<file path="config.mk">
export PLATFORM = sky130hd
export DESIGN_NAME = wb_writer
export DESIGN_NICKNAME = d
export VERILOG_FILES = /design/src/rtl/riscv_pkg.sv /design/src/rtl/wb_fifo.sv /design/src/rtl/wb_writer.sv
export SDC_FILE = /design/constraint.sdc
export NUM_CORES = 1
export LEC_CHECK = 0
export ABC_AREA = 1
export BUFFER_PORTS_ARGS = -buffer_cell sky130_fd_sc_hd__buf_2
export CAP_MARGIN = 20
export CORE_ASPECT_RATIO = 2
export CORE_UTILIZATION = 35
export CTS_BUF_LIST = sky130_fd_sc_hd__clkbuf_2
export DETAILED_ROUTE_END_ITERATION = 10
export MAX_ROUTING_LAYER = met4
export PLACE_DENSITY = 0.57
export SETUP_SLACK_MARGIN = 0.05
export SYNTH_ARGS = -nofsm -noshare
export SYNTH_HDL_FRONTEND = slang
export SYNTH_SLANG_ARGS = --single-unit
</file>
<file path="constraint.sdc">
create_clock -name clk_i -period 6.62 [get_ports clk_i]
set_clock_uncertainty 0.1 [all_clocks]
set_input_delay 1.324 -clock clk_i [delete_from_list [all_inputs] [get_ports clk_i]]
set_output_delay 1.324 -clock clk_i [all_outputs]
set_load 0.01 [all_outputs]
</file>
<file path="src/rtl/riscv_pkg.sv">
// riscv_pkg: shared register-file widths and the writeback request record
package riscv_pkg;
  localparam int XLEN = 32;
  localparam int REG_COUNT = 32;
  localparam int RW = $clog2(REG_COUNT);
  typedef struct packed {
    logic [RW-1:0]   rd;
    logic [XLEN-1:0] data;
  } wb_req_t;
endpackage

</file>
<file path="src/rtl/wb_fifo.sv">
// wb_fifo: in-order FIFO of writeback requests; ports: push/din, pop/dout, count/full/empty, per-entry valid and contents
module wb_fifo
  import riscv_pkg::*;
#(
  parameter int DEPTH = 4,
  localparam int AW = $clog2(DEPTH),
  localparam int CW = AW + 1
) (
  input  logic                      clk,
  input  logic                      rst,
  input  logic                      push,
  input  logic                      pop,
  input  wb_req_t                   din,
  output wb_req_t                   dout,
  output logic [CW-1:0]             count,
  output logic                      full,
  output logic                      empty,
  output logic [DEPTH-1:0]          valid,
  output wb_req_t [DEPTH-1:0]       entries
);
  logic [AW-1:0] wp, rp;
  wb_req_t [DEPTH-1:0] mem;
  logic do_push, do_pop;
  assign full = count == CW'(DEPTH);
  assign empty = count == '0;
  assign do_push = push && !full;
  assign do_pop = pop && !empty;
  assign dout = mem[rp];
  assign entries = mem;
  always_ff @(posedge clk or posedge rst)
    if (rst) begin
      wp <= '0;
      rp <= '0;
      count <= '0;
      valid <= '0;
    end else begin
      if (do_pop) begin
        rp <= rp + 1'b1;
        valid[rp] <= 1'b0;
      end
      if (do_push) begin
        wp <= wp + 1'b1;
        valid[wp] <= 1'b1;
      end
      count <= count + CW'(do_push) - CW'(do_pop);
    end
  always_ff @(posedge clk)
    if (do_push) mem[wp] <= din;
endmodule

</file>
<file path="src/rtl/wb_writer.sv">
// wb_writer: merges ALU and buffered LSU results onto the register-file write port; ports: ALU/LSU valid-ready request inputs, we/write_reg/write_data outputs, lsu_pending/lsu_count status
module wb_writer
  import riscv_pkg::*;
#(
  parameter int XLEN = riscv_pkg::XLEN,
  parameter int REG_COUNT = riscv_pkg::REG_COUNT,
  parameter int LSU_DEPTH = 4,
  localparam int RW = $clog2(REG_COUNT),
  localparam int CW = $clog2(LSU_DEPTH) + 1
) (
  input  logic                 clk_i,
  input  logic                 rst_i,
  input  logic                 alu_valid_i,
  input  logic [RW-1:0]        alu_rd_i,
  input  logic [XLEN-1:0]      alu_data_i,
  output logic                 alu_ready_o,
  input  logic                 lsu_valid_i,
  input  logic [RW-1:0]        lsu_rd_i,
  input  logic [XLEN-1:0]      lsu_data_i,
  output logic                 lsu_ready_o,
  output logic                 we_o,
  output logic [RW-1:0]        write_reg_o,
  output logic [XLEN-1:0]      write_data_o,
  output logic [REG_COUNT-1:0] lsu_pending_o,
  output logic [CW-1:0]        lsu_count_o
);
  wb_req_t head, sel;
  wb_req_t [LSU_DEPTH-1:0] entries;
  logic [LSU_DEPTH-1:0] valid;
  logic full, empty, alu_take, push, pop, issue;
  wb_fifo #(.DEPTH(LSU_DEPTH)) u_fifo (
    .clk(clk_i),
    .rst(rst_i),
    .push(push),
    .pop(pop),
    .din('{rd: lsu_rd_i, data: lsu_data_i}),
    .dout(head),
    .count(lsu_count_o),
    .full(full),
    .empty(empty),
    .valid(valid),
    .entries(entries)
  );
  // Ready depends only on occupancy; a full FIFO stalls the ALU so the head can drain.
  assign lsu_ready_o = !full;
  assign alu_ready_o = !full;
  assign alu_take = alu_valid_i && alu_ready_o;
  assign push = lsu_valid_i && lsu_ready_o && lsu_rd_i != '0;
  // An accepted ALU result owns the write slot even when it targets x0.
  assign pop = !alu_take && !empty;
  assign issue = alu_take ? alu_rd_i != '0 : pop;
  assign sel = alu_take ? '{rd: alu_rd_i, data: alu_data_i} : head;
  always_comb begin
    lsu_pending_o = '0;
    for (int i = 0; i < LSU_DEPTH; i++)
      if (valid[i]) lsu_pending_o[entries[i].rd] = 1'b1;
  end
  always_ff @(posedge clk_i or posedge rst_i)
    if (rst_i) begin
      we_o <= 1'b0;
      write_reg_o <= '0;
      write_data_o <= '0;
    end else begin
      we_o <= issue;
      if (issue) begin
        write_reg_o <= sel.rd;
        write_data_o <= sel.data;
      end
    end
endmodule

</file>
==> run metrics <==
result of the run finished, final reports clean; Int Pwr 0.00247 W; commonest cells in the netlist nand2_1 (359), nand3_1 (186), edfxtp_1 (148), inv_1 (54), dfrtp_1 (49); Post-CTS Resized 0; MaxCap Viol Count 0; Synth Cell Area 0.00926 sq mm; TritonCTS clock tree built; synth unique cells 27; vias per inst 5.10; first-pass GRT wire length 41.2 mm; Port Buf Inserts 152; largest net degree at the start of global routing 77; count leader, synth nand2_1; Top delay family on crit path flip-flops; worst-skew pair later-pin latency 800 ps; WP data required 5200 ps; Die H 232 um; Fmax 254 MHz; RSZ-0062 raised after global routing no; Seq/Total Area, Yosys 0.612; post-DP HPWL 18.1 mm; crit-path max FO 7; vias in the first global route 7210; HP Class flip-flop to flip-flop; Post-synth EDFFs 148; Rows 83; clk slew on worst S/H paths 240 ps; Final ANT Viol Nets 0; share of the synthesized area in the top cell type 0.480; die area 0.0272 sq mm; post-route cell area 0.0105 sq mm; kind of critical path flip-flop to output pin; Fin Setup TNS 0 ps; area leader, netlist edfxtp_1; Critical Path Max Stage Delay 590 ps; Slew HR 0.323; Max Slew Vio Count 0; maximum vdd drop 0.178 mV; Cells after Synth 975; worst hold slack 440 ps; final worst slack 2680 ps; Yosys reg bits 197; CTS max path bufs 2; drt total wl 27.5 mm; CP Buf/Inv Count 2; Yosys warnings 0; hold_buf cts 0; core area 0.0259 sq mm; area of the multi-input gates 0.00308 sq mm; mux share of post-synthesis cell area 0; nets@finish 1193; critical path endpoint category output pin; Iteration-0 DRC Markers 553; initial antenna violation count 3; sequential cell fraction of total power 0.451; CP Cell Sequence inv_1 -> nor3_1 -> a21oi_1 -> o211ai_1 -> buf_2; post-synthesis xor/xnor area fraction 0.00378; WL per Instance 18.8 um; slew of the pin with the lowest slew margin 1020 ps; pre-CTS setup slack 2290 ps; DIE WIDTH 117 um; complex-gate fraction of the synthesized area 0.0386; Fillers 2582; Avg Cell Area, Syn 9.50 sq um; layout cells sized above 1 0.187; part of the power in combinational logic 0.390; Slowest cell on crit path edfxtp_1; syn nets 1064; GRT Total Usage 0.219; Post-Synth Simple-Gate Area 0.275; Pwr Density 404 mW/mm^2; DR vias 7440; Tmin final 3940 ps; TritonCTS Buffers 17; asr flop ratio synth 0.249; largest family of logic cells by synthesized area simple AND/OR/NAND/NOR gates; Pleak 4.66 nW; grt ovf 0; clk sinks 197; global placer's final weighted congestion 0.984; 1st-pass router iterations 7; # IOs 153; initial core utilization 0.358; Adder-Cell Fraction of Synth Area 0.0157; Root Buffer clkbuf_2; post-CTS setup buffers 0; Setup-failing EPs final 0; crit share post-route 0.595; post-layout util 0.406; Worst EP arrival 2510 ps; NetSw 0.00178 W; Worst setup SP type flip-flop; sequential cell area 0.00567 sq mm; Hold Violations, Final 0; DRC viols 0; dpl cell area 0.0102 sq mm; commonest register cell after synthesis edfxtp_1; Area contributors post-synth edfxtp_1 (48%), nand2_1 (15%), dfrtp_1 (13%); sw frac 0.418; clock share of power 0.159; Area Growth Syn to Fin 13.4%; H-tree Lvls 4
[path summary, 6_finish.rpt]
check	startpoint	to	slack [ps]	depth (start not counted)
min reg2reg	write_data_o[3]	write_data_o[3]	440	2
min in group asynchronous	rst_i	u_fifo.wp[0]	540	3
max in group asynchronous	rst_i	u_fifo.rp[0]	5350	3
max reg2reg	u_fifo.count[1]	write_data_o[14]	2990	8
max	u_fifo.entries[146]	lsu_pending_o[8]	2680	5
min	write_data_o[3]	write_data_o[3]	440	2
[routing by layer]
metal | up-vias | track usage | routed length (um)
li1 | 3549 | - | -
met1 | 3500 | 0.210 | 9240
met2 | 303 | 0.379 | 14700
met3 | 88 | 0.0572 | 2020
met4 | 0 | 0.146 | 1550
met5 | - | - | 0
[cell usage in the layout (no fill, tap or decap), types with 3 or more instances in the layout]
cell,synthesis,final
nand2_1,359,359
nand3_1,186,186
buf_2,16,152
edfxtp_1,148,148
inv_1,54,47
dfrtp_1,49,47
nor2_1,32,32
a21oi_1,24,24
o211ai_1,21,21
clkbuf_2,0,18
nor3_1,11,11
ha_1,10,10
inv_2,2,8
o22ai_1,7,7
buf_4,9,6
nand2_2,5,5
bufinv_16,0,5
or2_2,4,4
diode_2,0,3
o2111ai_1,3,3
clkinvlp_4,0,3
clkinv_2,0,3
[registers in the layout, indices dropped and copies added, names as in the netlist]
signal	cells
u_fifo.entries	148
u_fifo.valid	4
u_fifo.rp	2
write_data_o	32
u_fifo.count	3
write_reg_o	5
u_fifo.wp	2
we_o	1
[power groups by stage]
stage               registers, W  clock network (W)  logic, W
floorplan                0.00189                  0   0.00112
global placement         0.00194                  0   0.00164
detailed placement       0.00194                  0   0.00166
CTS                      0.00191           0.000687   0.00167
global route             0.00194           0.000742   0.00185
finish                   0.00191           0.000676   0.00165
[area by class of cell]
type,count,area share
antenna,3,0.000715
clock buffer,18,0.00858
clock inverter,14,0.0199
inverter,56,0.0200
multi-input combinational,674,0.293
sequential,197,0.540
tap,340,0.0405
timing repair buffer,158,0.0767
[stage by stage]
stage | power [W] | std cells
2_1_floorplan | 0.00302 | 975
3_3_place_gp | 0.00358 | 1425
3_5_place_dp | 0.00361 | 1425
4_1_cts | 0.00427 | 1457
5_1_grt | 0.00454 | 1460
6_report | 0.00424 | 1460
[tightest hold or removal path: stages, from the launching register on]
cell and delay (ps):
dfrtp_1 400, nand3_1 70, nand2_1 60
[cells by family (layout without fill, tap and decap cells)]
kind of cell | after synthesis | in the layout
AO/OA/AOI/OAI | 57 | 57
XOR/XNOR | 4 | 4
adder cells (fa/ha/maj) | 11 | 11
buffers and inverters | 104 | 246
flip-flops | 197 | 197
other | 0 | 3
AND/OR/NAND/NOR | 602 | 602
Power figures use the tool's default switching activity.
